[config.mk]
export PLATFORM = sky130hd
export DESIGN_NAME = gerador_pwm
export DESIGN_NICKNAME = d
export VERILOG_FILES = /design/src/rtl/gerador_pwm_pkg.sv /design/src/rtl/bcd_para_binario.sv /design/src/rtl/gerador_pwm.sv
export SDC_FILE = /design/constraint.sdc
export NUM_CORES = 1
export LEC_CHECK = 0
export CORE_MARGIN = 2
export CORE_UTILIZATION = 54
export CTS_CLUSTER_SIZE = 30
export DETAILED_ROUTE_END_ITERATION = 6
export HOLD_SLACK_MARGIN = 0.03
export PLACE_DENSITY = 0.79
export SLEW_MARGIN = 20
export SYNTH_ARGS = -nofsm -noshare
export SYNTH_HDL_FRONTEND = slang
export SYNTH_SLANG_ARGS = --single-unit
export TNS_END_PERCENT = 100
[constraint.sdc]
create_clock -name clock -period 2 [get_ports clock]
set_input_delay 0.6 -clock clock [delete_from_list [all_inputs] [get_ports clock]]
set_output_delay 0.6 -clock clock [all_outputs]
set_load 0.05 [all_outputs]
[src/rtl/gerador_pwm_pkg.sv]
// Shared constants and helpers for the PWM generator and
// the BCD duty conversion used by the display path.
package gerador_pwm_pkg;

   localparam int PASSOS_PWM   = 100;
   localparam int BCD_MAX      = 9;
   localparam int LARGURA_DUTY = 7;

   typedef logic [LARGURA_DUTY-1:0] duty_t;

   localparam duty_t RAMPA_MAX = duty_t'(PASSOS_PWM - 1);

   function automatic logic [3:0] satura_bcd(input logic [3:0] d);
      return (d > 4'(BCD_MAX)) ? 4'(BCD_MAX) : d;
   endfunction

endpackage

[src/rtl/bcd_para_binario.sv]
// Two BCD digits to binary, each digit clamped to 9.
// Shared between the PWM duty path and the display path.
module bcd_para_binario
   import gerador_pwm_pkg::*;
(
   input  logic [3:0] dezena_i,
   input  logic [3:0] unidade_i,
   output duty_t      binario_o
);

   logic [3:0] dez;
   logic [3:0] uni;

   always_comb begin
      dez       = satura_bcd(dezena_i);
      uni       = satura_bcd(unidade_i);
      binario_o = duty_t'(dez) * 7'd10 + duty_t'(uni);
   end

endmodule

[src/rtl/gerador_pwm.sv]
// PWM generator: prescaled 0..99 ramp compared against a
// duty value that is only latched at period boundaries.
module gerador_pwm
   import gerador_pwm_pkg::*;
#(
   parameter int DIVISOR = 500
)
(
   input  logic       clock,
   input  logic       reset,
   input  logic       habilitar,
   input  logic [3:0] duty_dezena,
   input  logic [3:0] duty_unidade,
   output logic       led,
   output logic       fim_periodo,
   output duty_t      duty_atual
);

   localparam int LP = (DIVISOR > 1) ? $clog2(DIVISOR) : 1;
   localparam logic [LP-1:0] P_MAX = LP'(DIVISOR - 1);

   logic [LP-1:0] p_q, p_d;
   duty_t         r_q, r_d;
   duty_t         duty_q, duty_d;
   logic          led_q, led_d;
   logic          fim_q, fim_d;
   duty_t         duty_bin;
   logic          tick;
   logic          wrap;

   bcd_para_binario u_bcd (
      .dezena_i  (duty_dezena),
      .unidade_i (duty_unidade),
      .binario_o (duty_bin)
   );

   assign tick = habilitar && (p_q == P_MAX);
   assign wrap = tick && (r_q == RAMPA_MAX);

   always_comb begin
      p_d    = p_q;
      r_d    = r_q;
      duty_d = duty_q;
      led_d  = 1'b0;
      fim_d  = 1'b0;
      if (!habilitar) begin
         // Track the input so a re-enable starts with the current duty.
         p_d    = '0;
         r_d    = '0;
         duty_d = duty_bin;
      end else begin
         p_d   = tick ? '0 : p_q + 1'b1;
         led_d = (r_q < duty_q);
         fim_d = wrap;
         if (tick) begin
            r_d = (r_q == RAMPA_MAX) ? '0 : r_q + 1'b1;
         end
         if (wrap) begin
            duty_d = duty_bin;
         end
      end
   end

   always_ff @(posedge clock or negedge reset) begin
      if (!reset) begin
         p_q    <= '0;
         r_q    <= '0;
         duty_q <= '0;
         led_q  <= 1'b0;
         fim_q  <= 1'b0;
      end else begin
         p_q    <= p_d;
         r_q    <= r_d;
         duty_q <= duty_d;
         led_q  <= led_d;
         fim_q  <= fim_d;
      end
   end

   assign led         = led_q;
   assign fim_periodo = fim_q;
   assign duty_atual  = duty_q;

endmodule

**Word-level counts from Yosys, hierarchy flattened**

Index checks and enable logic that the tools add are counted.

- $lt $le $gt $ge: 3
- Reduce and logical (&&, ||, !) cells: 2
- Add/sub/neg operators: 3
- $mul: 1
- Equal/unequal tests: 4
- Muxes and demuxes: 11

Operators with widths:

| operator | count |
|---|---|
| two-way mux 7 bit | 5 |
| two-way mux 9 bit | 2 |
| adder 9 x 1 -> 9 bit (second input constant) | 1 |
| == test 9 bit (second input constant) | 1 |
| greater-than comparator 4 bit (second input constant) | 2 |
| two-way mux 4 bit | 2 |
| adder 7 x 1 -> 7 bit (second input constant) | 1 |
| adder 7 x 4 -> 7 bit | 1 |
| == test 7 bit (second input constant) | 1 |
| less-than comparator 7 bit | 1 |
| multiplier 4 x 3 -> 6 bit (second input constant) | 1 |
| inequality test 2 x 1 -> 1 bit (second input constant) | 2 |
| logical AND 1 bit | 2 |
| two-way mux 1 bit | 2 |

- Input bits: 11
- Logic and storage cells: 29
- Register bits: 25
- Output and inout port bits: 9

**Longest topological paths before layout**

Gate-level depths: netlist of run 1.

- Depth in word-level cells: 6
- Gate-level depth with buffers: 9
- Depth with buffers taken out: 9

**Hierarchy**

Synthesis of run 1 repeated with hierarchy kept, for this count alone.

- Cell total of the unflattened synthesis: 159
- Area total of the unflattened synthesis: 1580.3 µm²

Modules (own cells, without submodules):

| module | area each (µm²) | sequential area each (µm²) | instances | cells an instance |
|---|---|---|---|---|
| gerador_pwm | 1286.2 | 625.6 | 1 | 121 |
| bcd_para_binario | 294.0 | 0.0 | 1 | 38 |

**Worst setup path after synthesis of run 1**

OpenSTA, ideal clock, no wires.

- Path kind: in2reg
- Start point: input duty_dezena[1]
- End point: register duty_q[6], in the netlist duty_atual[6]
- Arrival: 2292 ps
- Library setup time: 123 ps
- Path slack: -414 ps
- Required time: 1877 ps
- Buffers on the path: 0
- Stages on the path: 8
- Cells stage by stage: nor2b_1 ha_1 ha_1 inv_1 fa_1 nor4b_1 xnor2_1 a21oi_1

- Longest elaborated chain between the ends: 6

RTL lines:

| what | RTL line | text |
|---|---|---|
| from (decl) | gerador_pwm.sv:12 | `input logic [3:0] duty_dezena,` |
| greater-than comparator 4 bit | gerador_pwm_pkg.sv:14 | `return (d > 4'(BCD_MAX)) ? 4'(BCD_MAX) : d;` |
| two-way mux 4 bit * | gerador_pwm_pkg.sv:14 |  |
| multiplier 4 x 3 -> 6 bit * | bcd_para_binario.sv:17 | `binario_o = duty_t'(dez) * 7'd10 + duty_t'(uni);` |
| adder 7 x 4 -> 7 bit * | bcd_para_binario.sv:17 |  |
| two-way mux 7 bit | gerador_pwm.sv:58 | `if (wrap) begin` |
| two-way mux 7 bit * | gerador_pwm.sv:46 | `if (!habilitar) begin` |
| to (signal assigned) | gerador_pwm.sv:74 | `duty_q <= duty_d;` |
| to (decl) | gerador_pwm.sv:24 | `duty_t duty_q, duty_d;` |

Every way passes the cells marked *; elsewhere a longest branch is shown, timed or not. The select of a mux whose other input is x is not followed.
A chain may end at the register's enable or synchronous reset.

**Worst setup path after layout of run 1**

Ends and elaborated chain as after synthesis.

==> flow_metrics.env, run 1 <==
export IMPL_async_flop_share_pct=100.0
export IMPL_fp_dieArea_um2=3310
export IMPL_io_buffers=19
export IMPL_synth_top_cell_by_area="dfrtp_1"
export IMPL_met2_length_um=1817
export IMPL_powerDensity_nw_per_um2=592.0
export IMPL_drive_above_1_share_pct=31.16
export IMPL_critPathLaunchType="input pin"
export IMPL_grt_overflow=0
export IMPL_areaGrowthSynthToFinish_pct=32.42
export IMPL_grt_use_total_pct=24.01
export IMPL_drt_vias_per_instance=5.596
export IMPL_htree_levels=1
export IMPL_grt_max_degree=26
export IMPL_fin_crit_sh_pct=99.43
export IMPL_setup_viol=0
export IMPL_min_period_ps=1989
export IMPL_clock_latency_ps=330
export IMPL_synth_cells=159
export IMPL_synthesis_area_um2=1548
export IMPL_numCtsBuffers=3
export IMPL_hpwlAfterDp_um=2537
export IMPL_synth_edf_count=0
export IMPL_ys_seq_elements=25
export IMPL_final_core_util_pct=74.97
export IMPL_highest_layer="met4"
export IMPL_die_h_um=57.54
export IMPL_cp_slowest_stage_delay_ps=430
export IMPL_yosys_top_cells_count="dfrtp_1 (25), inv_1 (17), nor2_1 (16)"
export IMPL_status="completed"
export IMPL_grt_pass1_vias=1322
export IMPL_hold_viol=0
export IMPL_wl_per_cell_um=15.50
export IMPL_cp_max_fo=2
export IMPL_crit_path_top_delay_cell="fa_1"
export IMPL_rsz0062_at_grt="yes"
export IMPL_yosys_warnings=0
export IMPL_fin_skew_ps=5.083
export IMPL_io_pin_count=20
export IMPL_n_antenna_cell=0
export IMPL_instances_no_fill=230
export IMPL_ir_worst_vdd_v=0.0004783
export IMPL_cap_viol_max_count=0
export IMPL_drtAntennaViolNets=0
export IMPL_syn_area_per_cell_um2=9.734
export IMPL_die_x_um=57.54
export IMPL_design_area_um2=2049
export IMPL_yosysMostFrequentCell="dfrtp_1"
export IMPL_drt_iter0_drc=63
export IMPL_placed_area_um2=1872
export IMPL_fin_setup_tns_ps=0
export IMPL_drt_pass1_iterations=4
export IMPL_fillers=174
export IMPL_layout_nets=227
export IMPL_core_area_um2=2734
export IMPL_slew_violations=0
export IMPL_worst_pin_slew_ps=327.5
export IMPL_rows=19
export IMPL_worst_hold_path_type="flip-flop to flip-flop"
export IMPL_p_leak_nw=0.9562
export IMPL_cts_tree="yes"
export IMPL_synth_compound_area_share_pct=15.04
export IMPL_synth_mux_area_fraction_pct=1.293
export IMPL_arrival_ps=2210
export IMPL_synth_fa_ha_area_share_pct=13.90
export IMPL_clk_pin_slew_ps=150
export IMPL_synth_area_leaders="dfrtp_1 (40%), ha_1 (11%), xnor2_1 (4.5%)"
export IMPL_grt_pass1_wl_um=6175
export IMPL_cp_cell_sequence="buf_8, o21ai_4, nand2b_4, ha_4, ha_4, inv_2, fa_1, nor4b_2, xnor2_1, a21oi_1"
export IMPL_cts_sinks=25
export IMPL_crit_top_cell="ha_4"
export IMPL_path_class="input pin to flip-flop"
export IMPL_gp_congestion=0.8177
export IMPL_drc=0
export IMPL_relSlewSlack_pct=78.17
export IMPL_start_util_pct=56.61
export IMPL_wl_met1_um=1563
export IMPL_clk_path_buf_depth=2
export IMPL_num_vias=1287
export IMPL_synth_top_family_by_area="simple AND/OR/NAND/NOR gates"
export IMPL_ys_types=37
export IMPL_yosys_most_used_dff="dfrtp_1"
export IMPL_timing_fmax_mhz=502.9
export IMPL_required_ps=2230
export IMPL_synthXorXnorAreaFrac_pct=6.225
export IMPL_cts_root_buffer_cell="clkbuf_4"
export IMPL_antenna_found_initial=0
export IMPL_yosysSeqAreaShare_pct=40.42
export IMPL_wl_met3_um=109
export IMPL_wirelength_um=3566
export IMPL_synth_top_cell_area_share_pct=40.42
export IMPL_worst_setup_path_end_kind="flip-flop"
export IMPL_syn_num_nets=186
export IMPL_synth_simple_area_share_pct=17.78
export IMPL_dp_cells=221
[flip-flops by register name (all words and copies together) (netlist names)]
register	count
fim_periodo	1
r_q	7
led	1
duty_atual	7
p_q	9
[cells in the final DEF (no fill, tap or decap), types with 4 or more instances in the layout]
cell | netlist | routed
a21oi_1 | 7 | 7
buf_4 | 0 | 28
clkdlybuf4s50_1 | 0 | 4
dfrtp_1 | 25 | 25
ha_1 | 14 | 10
ha_4 | 0 | 4
inv_1 | 17 | 16
nand2_1 | 6 | 6
nand3_1 | 6 | 6
nor2_1 | 16 | 14
o21ai_0 | 12 | 10
xnor2_1 | 8 | 6
[per-stage QoR]
step	worst slack, ps	hold slack, ps	total power, W
after detailed placement	-934.3	494.9	0.0009328
final	11.43	509.3	0.001213
after floorplan	-235.5	304.4	0.0007942
after CTS	-55.31	514.2	0.001203
after global routing	-100.1	526.4	0.001284
after global placement	-840.7	469.1	0.0009187
[path summary, 6_finish.rpt]
path / startpoint / slack (ps) / endpoint / cells past startpoint
setup / recovery: duty_dezena[1] / 10 / duty_atual[6] / 10
hold / removal: p_q[0] / 510 / p_q[0] / 1
setup reg to reg: r_q[3] / 140 / duty_atual[5] / 4
hold reg to reg: p_q[0] / 510 / p_q[0] / 1
max in group asynchronous: reset / 1140 / duty_atual[5] / 2
min in group asynchronous: reset / 610 / p_q[7] / 2
[critical path, delay by kind of cell]
family                   cells  cell delay (ps)
adder cells (fa/ha/maj)      3              740
XOR/XNOR                     1              150
AO/OA/AOI/OAI                2              230
AND/OR/NAND/NOR              2              350
buffers and inverters        2              140
[power breakdown]
part | internal [W] | switching, W
clock | 0.0000751 | 0.000163
sequential | 0.000537 | 0.0000246
combinational | 0.000174 | 0.000240
[routing by layer]
layer | vias up | global-route usage (%)
li1 | 630 | -
met1 | 626 | 32.74
met2 | 22 | 41.07
met3 | 9 | 3.175
met4 | 0 | 4.983
met5 | - | 0
[cells by family (layout without fill, tap and decap cells)]
| group | Yosys count | after routing |
|---|---|---|
| AND/OR/NAND/NOR | 51 | 51 |
| AO/OA/AOI/OAI | 34 | 34 |
| flip-flops | 25 | 25 |
| buffers and inverters | 20 | 60 |
| adder cells (fa/ha/maj) | 16 | 16 |
| XOR/XNOR | 11 | 11 |
| multiplexers | 2 | 2 |
[repair_timing]
action,in CTS,in global routing
setup buffers,6,0
hold buffers,0,0
resized for setup,36,6
hold endpoints to repair,0,0
pin swaps,11,7
setup endpoints to repair,6,4
[layout make-up]
| cell class | count | area [µm²] | share of cell area (%) |
|---|---|---|---|
| Clock buffer | 3 | 22.52 | 1.099 |
| Clock inverter | 1 | 5.005 | 0.2442 |
| Inverter | 17 | 63.81 | 3.114 |
| Multi-Input combinational cell | 114 | 973.4 | 47.50 |
| Sequential cell | 25 | 625.6 | 30.52 |
| Tap cell | 31 | 38.79 | 1.893 |
| Timing Repair Buffer | 39 | 320.3 | 15.63 |
(Power assumes the default switching activity.)
==> run 2: changes to the inputs <==
--- a/config.mk
+++ b/config.mk
@@ -5,10 +5,13 @@
 export SDC_FILE = /design/constraint.sdc
 export NUM_CORES = 1
 export LEC_CHECK = 0
+export CELL_PAD_IN_SITES_DETAIL_PLACEMENT = 1
+export CELL_PAD_IN_SITES_GLOBAL_PLACEMENT = 1
 export CORE_MARGIN = 2
-export CORE_UTILIZATION = 54
+export CORE_UTILIZATION = 42
 export CTS_CLUSTER_SIZE = 30
 export DETAILED_ROUTE_END_ITERATION = 6
+export GPL_TIMING_DRIVEN = 1
 export HOLD_SLACK_MARGIN = 0.03
 export PLACE_DENSITY = 0.79
 export SLEW_MARGIN = 20
==> flow_metrics.env, run 2 (same netlist as run 1, synthesis figures left out) <==
export IMPL_final_core_util_pct=58.47
export IMPL_cp_max_fo=2
export IMPL_num_vias=1306
export IMPL_crit_top_cell="ha_4"
export IMPL_clock_latency_ps=270
export IMPL_final_common_cell="buf_4"
export IMPL_violations="negative setup slack"
export IMPL_drive_above_1_share_pct=30.50
export IMPL_cp_cell_sequence="buf_8, o21ai_4, nand2b_4, ha_4, ha_4, inv_2, fa_2, nor4b_4, xnor2_1, a21oi_1"
export IMPL_io_buffers=19
export IMPL_cts_tree="yes"
export IMPL_wirelength_um=4082
export IMPL_drt_pass1_iterations=4
export IMPL_areaGrowthSynthToFinish_pct=36.22
export IMPL_largest_register_ffs=9
export IMPL_multi_input_area_um2=965.9
export IMPL_arrival_ps=2240
export IMPL_fin_ws_ps=-80.57
export IMPL_grt_util_met2_pct=40.34
export IMPL_fin_crit_sh_pct=104.0
export IMPL_clk_pin_slew_ps=90
export IMPL_setup_viol=2
export IMPL_timing_fmax_mhz=480.6
export IMPL_fillers=403
export IMPL_die_x_um=64.71
export IMPL_grt_max_degree=26
export IMPL_seq_area_um2=625.6
export IMPL_pre_cts_slack_ps=-986.9
export IMPL_fin_setup_tns_ps=-127.6
export IMPL_layout_common_cells="buf_4 (28), dfrtp_1 (25), inv_1 (15), nor2_1 (15)"
export IMPL_cts_root_buffer_cell="clkbuf_8"
export IMPL_hold_viol=0
export IMPL_grt_pass1_vias=1456
export IMPL_wl_per_cell_um=16.46
export IMPL_met3_usage_pct=1.563
export IMPL_p_leak_nw=0.9780
export IMPL_rsz0062_at_grt="yes"
export IMPL_die_h_um=64.71
export IMPL_drt_iter0_drc=26
export IMPL_critPathLaunchType="input pin"
export IMPL_fp_dieArea_um2=4187
export IMPL_antenna_found_initial=0
export IMPL_grt_use_total_pct=21.05
export IMPL_cap_viol_max_count=0
export IMPL_grt_overflow=0
export IMPL_ir_worst_vdd_v=0.0002645
export IMPL_start_util_pct=42.92
export IMPL_cp_slowest_stage_delay_ps=460
export IMPL_drc=0
export IMPL_relSlewSlack_pct=75.20
export IMPL_rows=22
export IMPL_crit_family="adder cells"
export IMPL_crit_path_top_delay_cell="fa_2"
export IMPL_worst_pin_slew_ps=369.5
export IMPL_hpwlAfterDp_um=3135
export IMPL_globalRouteMet1Util_pct=24.36
export IMPL_path_class="input pin to flip-flop"
export IMPL_htree_levels=1
export IMPL_cts_sinks=25
export IMPL_n_antenna_cell=0
export IMPL_core_area_um2=3606
export IMPL_clk_path_buf_depth=2
export IMPL_fin_skew_ps=5.744
export IMPL_drt_vias_per_instance=5.266
export IMPL_gp_congestion=0.8193
export IMPL_min_period_ps=2081
export IMPL_drtAntennaViolNets=0
export IMPL_worst_setup_path_end_kind="flip-flop"
export IMPL_status="finished, violations left"
export IMPL_io_pin_count=20
export IMPL_slew_violations=0
export IMPL_numCtsBuffers=3
export IMPL_powerDensity_nw_per_um2=607.2
export IMPL_required_ps=2160
export IMPL_r2r_slack_ps=210
export IMPL_grt_pass1_wl_um=6803
export IMPL_max_flop_register="p_q"
export IMPL_worst_hold_path_type="flip-flop to flip-flop"
export IMPL_layout_nets=228
export IMPL_worst_path_buf_inv=2
export IMPL_busiest_layer="met2"
run 2: cell types whose count changed in the layout (fill, tap and decap cells not counted), sizes merged:
| cell | change |
|---|---|
| buf | +1 |
run 2: what timing repair did:
| item | in CTS | in global routing |
|---|---|---|
| hold buffers | 0 | 0 |
| pin swaps | 13 | 2 |
| endpoints found under the setup margin | 6 | 6 |
| gates resized for setup | 39 | 3 |
| setup buffers | 4 | 0 |
run 2: path summary, 6_finish.rpt:
path                            depth (start not counted)      startpoint             to
worst max-delay path                                   10  duty_dezena[1]  duty_atual[6]
worst min-delay path                                    1          p_q[0]         p_q[0]
worst max register to register                          6          p_q[0]         r_q[0]
worst min register to register                          1          p_q[0]         p_q[0]
max in group asynchronous                               2           reset         r_q[3]
min in group asynchronous                               2           reset         p_q[5]
run 2: routing by layer:
metal	part of all wire, %	wire length, µm
met5	0	0
met3	1.6	65
met1	41	1670
met2	56	2284
met4	1.5	61
run 2: layout make-up:
| type | count | share of cell area (%) |
|---|---|---|
| multi-input combinational | 114 | 45.82 |
| sequential | 25 | 29.67 |
| timing repair buffer | 40 | 16.44 |
| inverter | 17 | 3.027 |
| tap | 48 | 2.849 |
| clock buffer | 3 | 1.958 |
| clock inverter | 1 | 0.2374 |
run 2: power breakdown:
part           switching, W  total [W]  internal, W  leakage, nW
clock              0.000164   0.000304     0.000140       0.0255
combinational      0.000244   0.000415     0.000171        0.626
sequential        0.0000252   0.000561     0.000536        0.327
run 2: metrics by stage:
step | std cells | cell area, µm² | hold WS (ps) | total power (W)
finish | 248 | 2108 | 500.9 | 0.001280
global route | 248 | 2108 | 545.0 | 0.001346
detailed placement | 241 | 1916 | 491.8 | 0.0009481
CTS | 248 | 2095 | 504.7 | 0.001287
floorplan | 159 | 1572 | 304.4 | 0.0007942
global placement | 241 | 1916 | 471.6 | 0.0009209
==> run 3: changes to the inputs <==
==> constraint.sdc (replaced) <==
create_clock -name clock -period 2.1 [get_ports clock]
set_input_delay 0.63 -clock clock [delete_from_list [all_inputs] [get_ports clock]]
set_output_delay 0.63 -clock clock [all_outputs]
set_load 0.05 [all_outputs]
==> flow_metrics.env, run 3 (same netlist as run 1, synthesis figures left out) <==
export IMPL_status="completed"
export IMPL_htree_levels=1
export IMPL_cp_cell_sequence="buf_6, nor2b_4, ha_4, ha_4, inv_2, fa_1, nor4b_2, xnor2_1, a21oi_1"
export IMPL_drt_iter0_drc=33
export IMPL_final_common_cell="buf_4"
export IMPL_min_period_ps=2086
export IMPL_fin_crit_sh_pct=99.34
export IMPL_drtAntennaViolNets=0
export IMPL_fp_dieArea_um2=4187
export IMPL_hpwlAfterDp_um=2752
export IMPL_fillers=407
export IMPL_layout_common_cells="buf_4 (28), dfrtp_1 (25), nor2_1 (16)"
export IMPL_crit_top_cell="ha_4"
export IMPL_design_area_um2=2048
export IMPL_power_combinational_fraction_pct=31.3
export IMPL_cp_slowest_stage_delay_ps=430
export IMPL_numCtsBuffers=3
export IMPL_timing_fmax_mhz=479.4
export IMPL_arrival_ps=2250
export IMPL_grt_pass1_vias=1430
export IMPL_clk_path_buf_depth=2
export IMPL_io_pin_count=20
export IMPL_startpoint="duty_dezena[3]"
export IMPL_min_from="p_q[0]"
export IMPL_hold_depth=1
export IMPL_required_ps=2270
export IMPL_critPathLaunchType="input pin"
export IMPL_final_core_util_pct=56.80
export IMPL_num_vias=1296
export IMPL_crit_path_top_delay_cell="fa_1"
export IMPL_power_share_clock_pct=24.1
export IMPL_grt_max_degree=26
export IMPL_multi_input_area_um2=942.2
export IMPL_start_util_pct=42.92
export IMPL_antenna_found_initial=0
export IMPL_seqPwrFrac_pct=44.7
export IMPL_worst_hold_path_type="flip-flop to flip-flop"
export IMPL_fin_skew_ps=12.54
export IMPL_layout_nets=226
export IMPL_die_h_um=64.71
export IMPL_wirelength_um=3608
export IMPL_worst_pin_slew_ps=468.8
export IMPL_p_leak_nw=0.9527
export IMPL_power_switching_w=0.0003947
export IMPL_clock_latency_ps=280
export IMPL_cp_max_fo=5
export IMPL_drc=0
export IMPL_swShare_pct=33.01
export IMPL_crit_family="adder cells"
export IMPL_cts_sinks=25
export IMPL_die_x_um=64.71
export IMPL_critical_path_depth=9
export IMPL_grt_pass1_wl_um=6589
export IMPL_largest_register_ffs=9
export IMPL_drive_above_1_share_pct=28.79
export IMPL_cts_root_buffer_cell="clkbuf_8"
export IMPL_n_antenna_cell=0
export IMPL_relSlewSlack_pct=68.63
export IMPL_r2r_start="p_q[0]"
export IMPL_areaGrowthSynthToFinish_pct=32.34
export IMPL_gp_congestion=0.8261
export IMPL_core_area_um2=3606
export IMPL_hold_viol=0
export IMPL_cts_tree="yes"
export IMPL_whs_ps=491.2
export IMPL_p_int_w=0.0008011
export IMPL_drt_vias_per_instance=5.268
export IMPL_path_class="input pin to flip-flop"
export IMPL_placed_area_um2=1903
export IMPL_powerDensity_nw_per_um2=583.8
export IMPL_grt_overflow=0
export IMPL_worst_setup_path_end_kind="flip-flop"
export IMPL_drt_pass1_iterations=3
export IMPL_rsz0062_at_grt="yes"
export IMPL_wl_per_cell_um=14.67
export IMPL_seq_area_um2=625.6
export IMPL_rows=22
export IMPL_grt_use_total_pct=20.01
export IMPL_cap_viol_max_count=0
export IMPL_clk_pin_slew_ps=90
export IMPL_slew_violations=0
export IMPL_power_w=0.001196
export IMPL_ir_worst_vdd_v=0.0003348
export IMPL_fin_setup_tns_ps=0
export IMPL_setup_viol=0
export IMPL_io_buffers=19
export IMPL_rr_worst_depth=6
export IMPL_worst_path_buf_inv=2
export IMPL_max_flop_register="p_q"
==> run 3: stage by stage <==
| step | worst slack (ps) | std cells |
|---|---|---|
| after floorplan | -165.5 | 159 |
| after global placement | -769.1 | 240 |
| after detailed placement | -888.0 | 240 |
| after CTS | -50.90 | 245 |
| after global routing | -46.57 | 246 |
| final | 13.90 | 246 |
==> run 3: per-layer routing <==
layer	GRT usage [%]	wire length [µm]
met1	24.12	1557
met3	2.257	56
met2	35.82	1933
met5	0	0
met4	8.511	61
==> run 3: final cells by class <==
type,instances,share of cell area [%]
Tap cell,48,2.932
Inverter,17,3.115
Clock buffer,3,2.016
Timing Repair Buffer,38,15.15
Clock inverter,1,0.2443
Sequential cell,25,30.54
Multi-Input combinational cell,114,46.00
==> run 3: worst paths after layout <==
| kind | end | slack, ps |
|---|---|---|
| max in group asynchronous | p_q[7] | 1120 |
| worst min register to register | p_q[0] | 490 |
| worst max-delay path | duty_atual[6] | 10 |
| worst min-delay path | p_q[0] | 490 |
| min in group asynchronous | r_q[0] | 720 |
| worst max register to register | r_q[6] | 220 |
==> run 3: power by group through the flow <==
stage	Combinational, W	Clock (W)	Sequential [W]
2_1_floorplan	0.000126	0	0.000628
3_3_place_gp	0.000340	0	0.000543
3_5_place_dp	0.000350	0	0.000544
4_1_cts	0.000375	0.000303	0.000535
5_1_grt	0.000410	0.000317	0.000540
6_report	0.000374	0.000288	0.000534
==> run 3: repair_timing <==
action / 4_1_cts / 5_1_grt
endpoints found under the setup margin: 5 / 7
buffers inserted: 1 / 2
hold buffers: 0 / 0
pin swaps: 11 / 4
gates resized for setup: 36 / 1
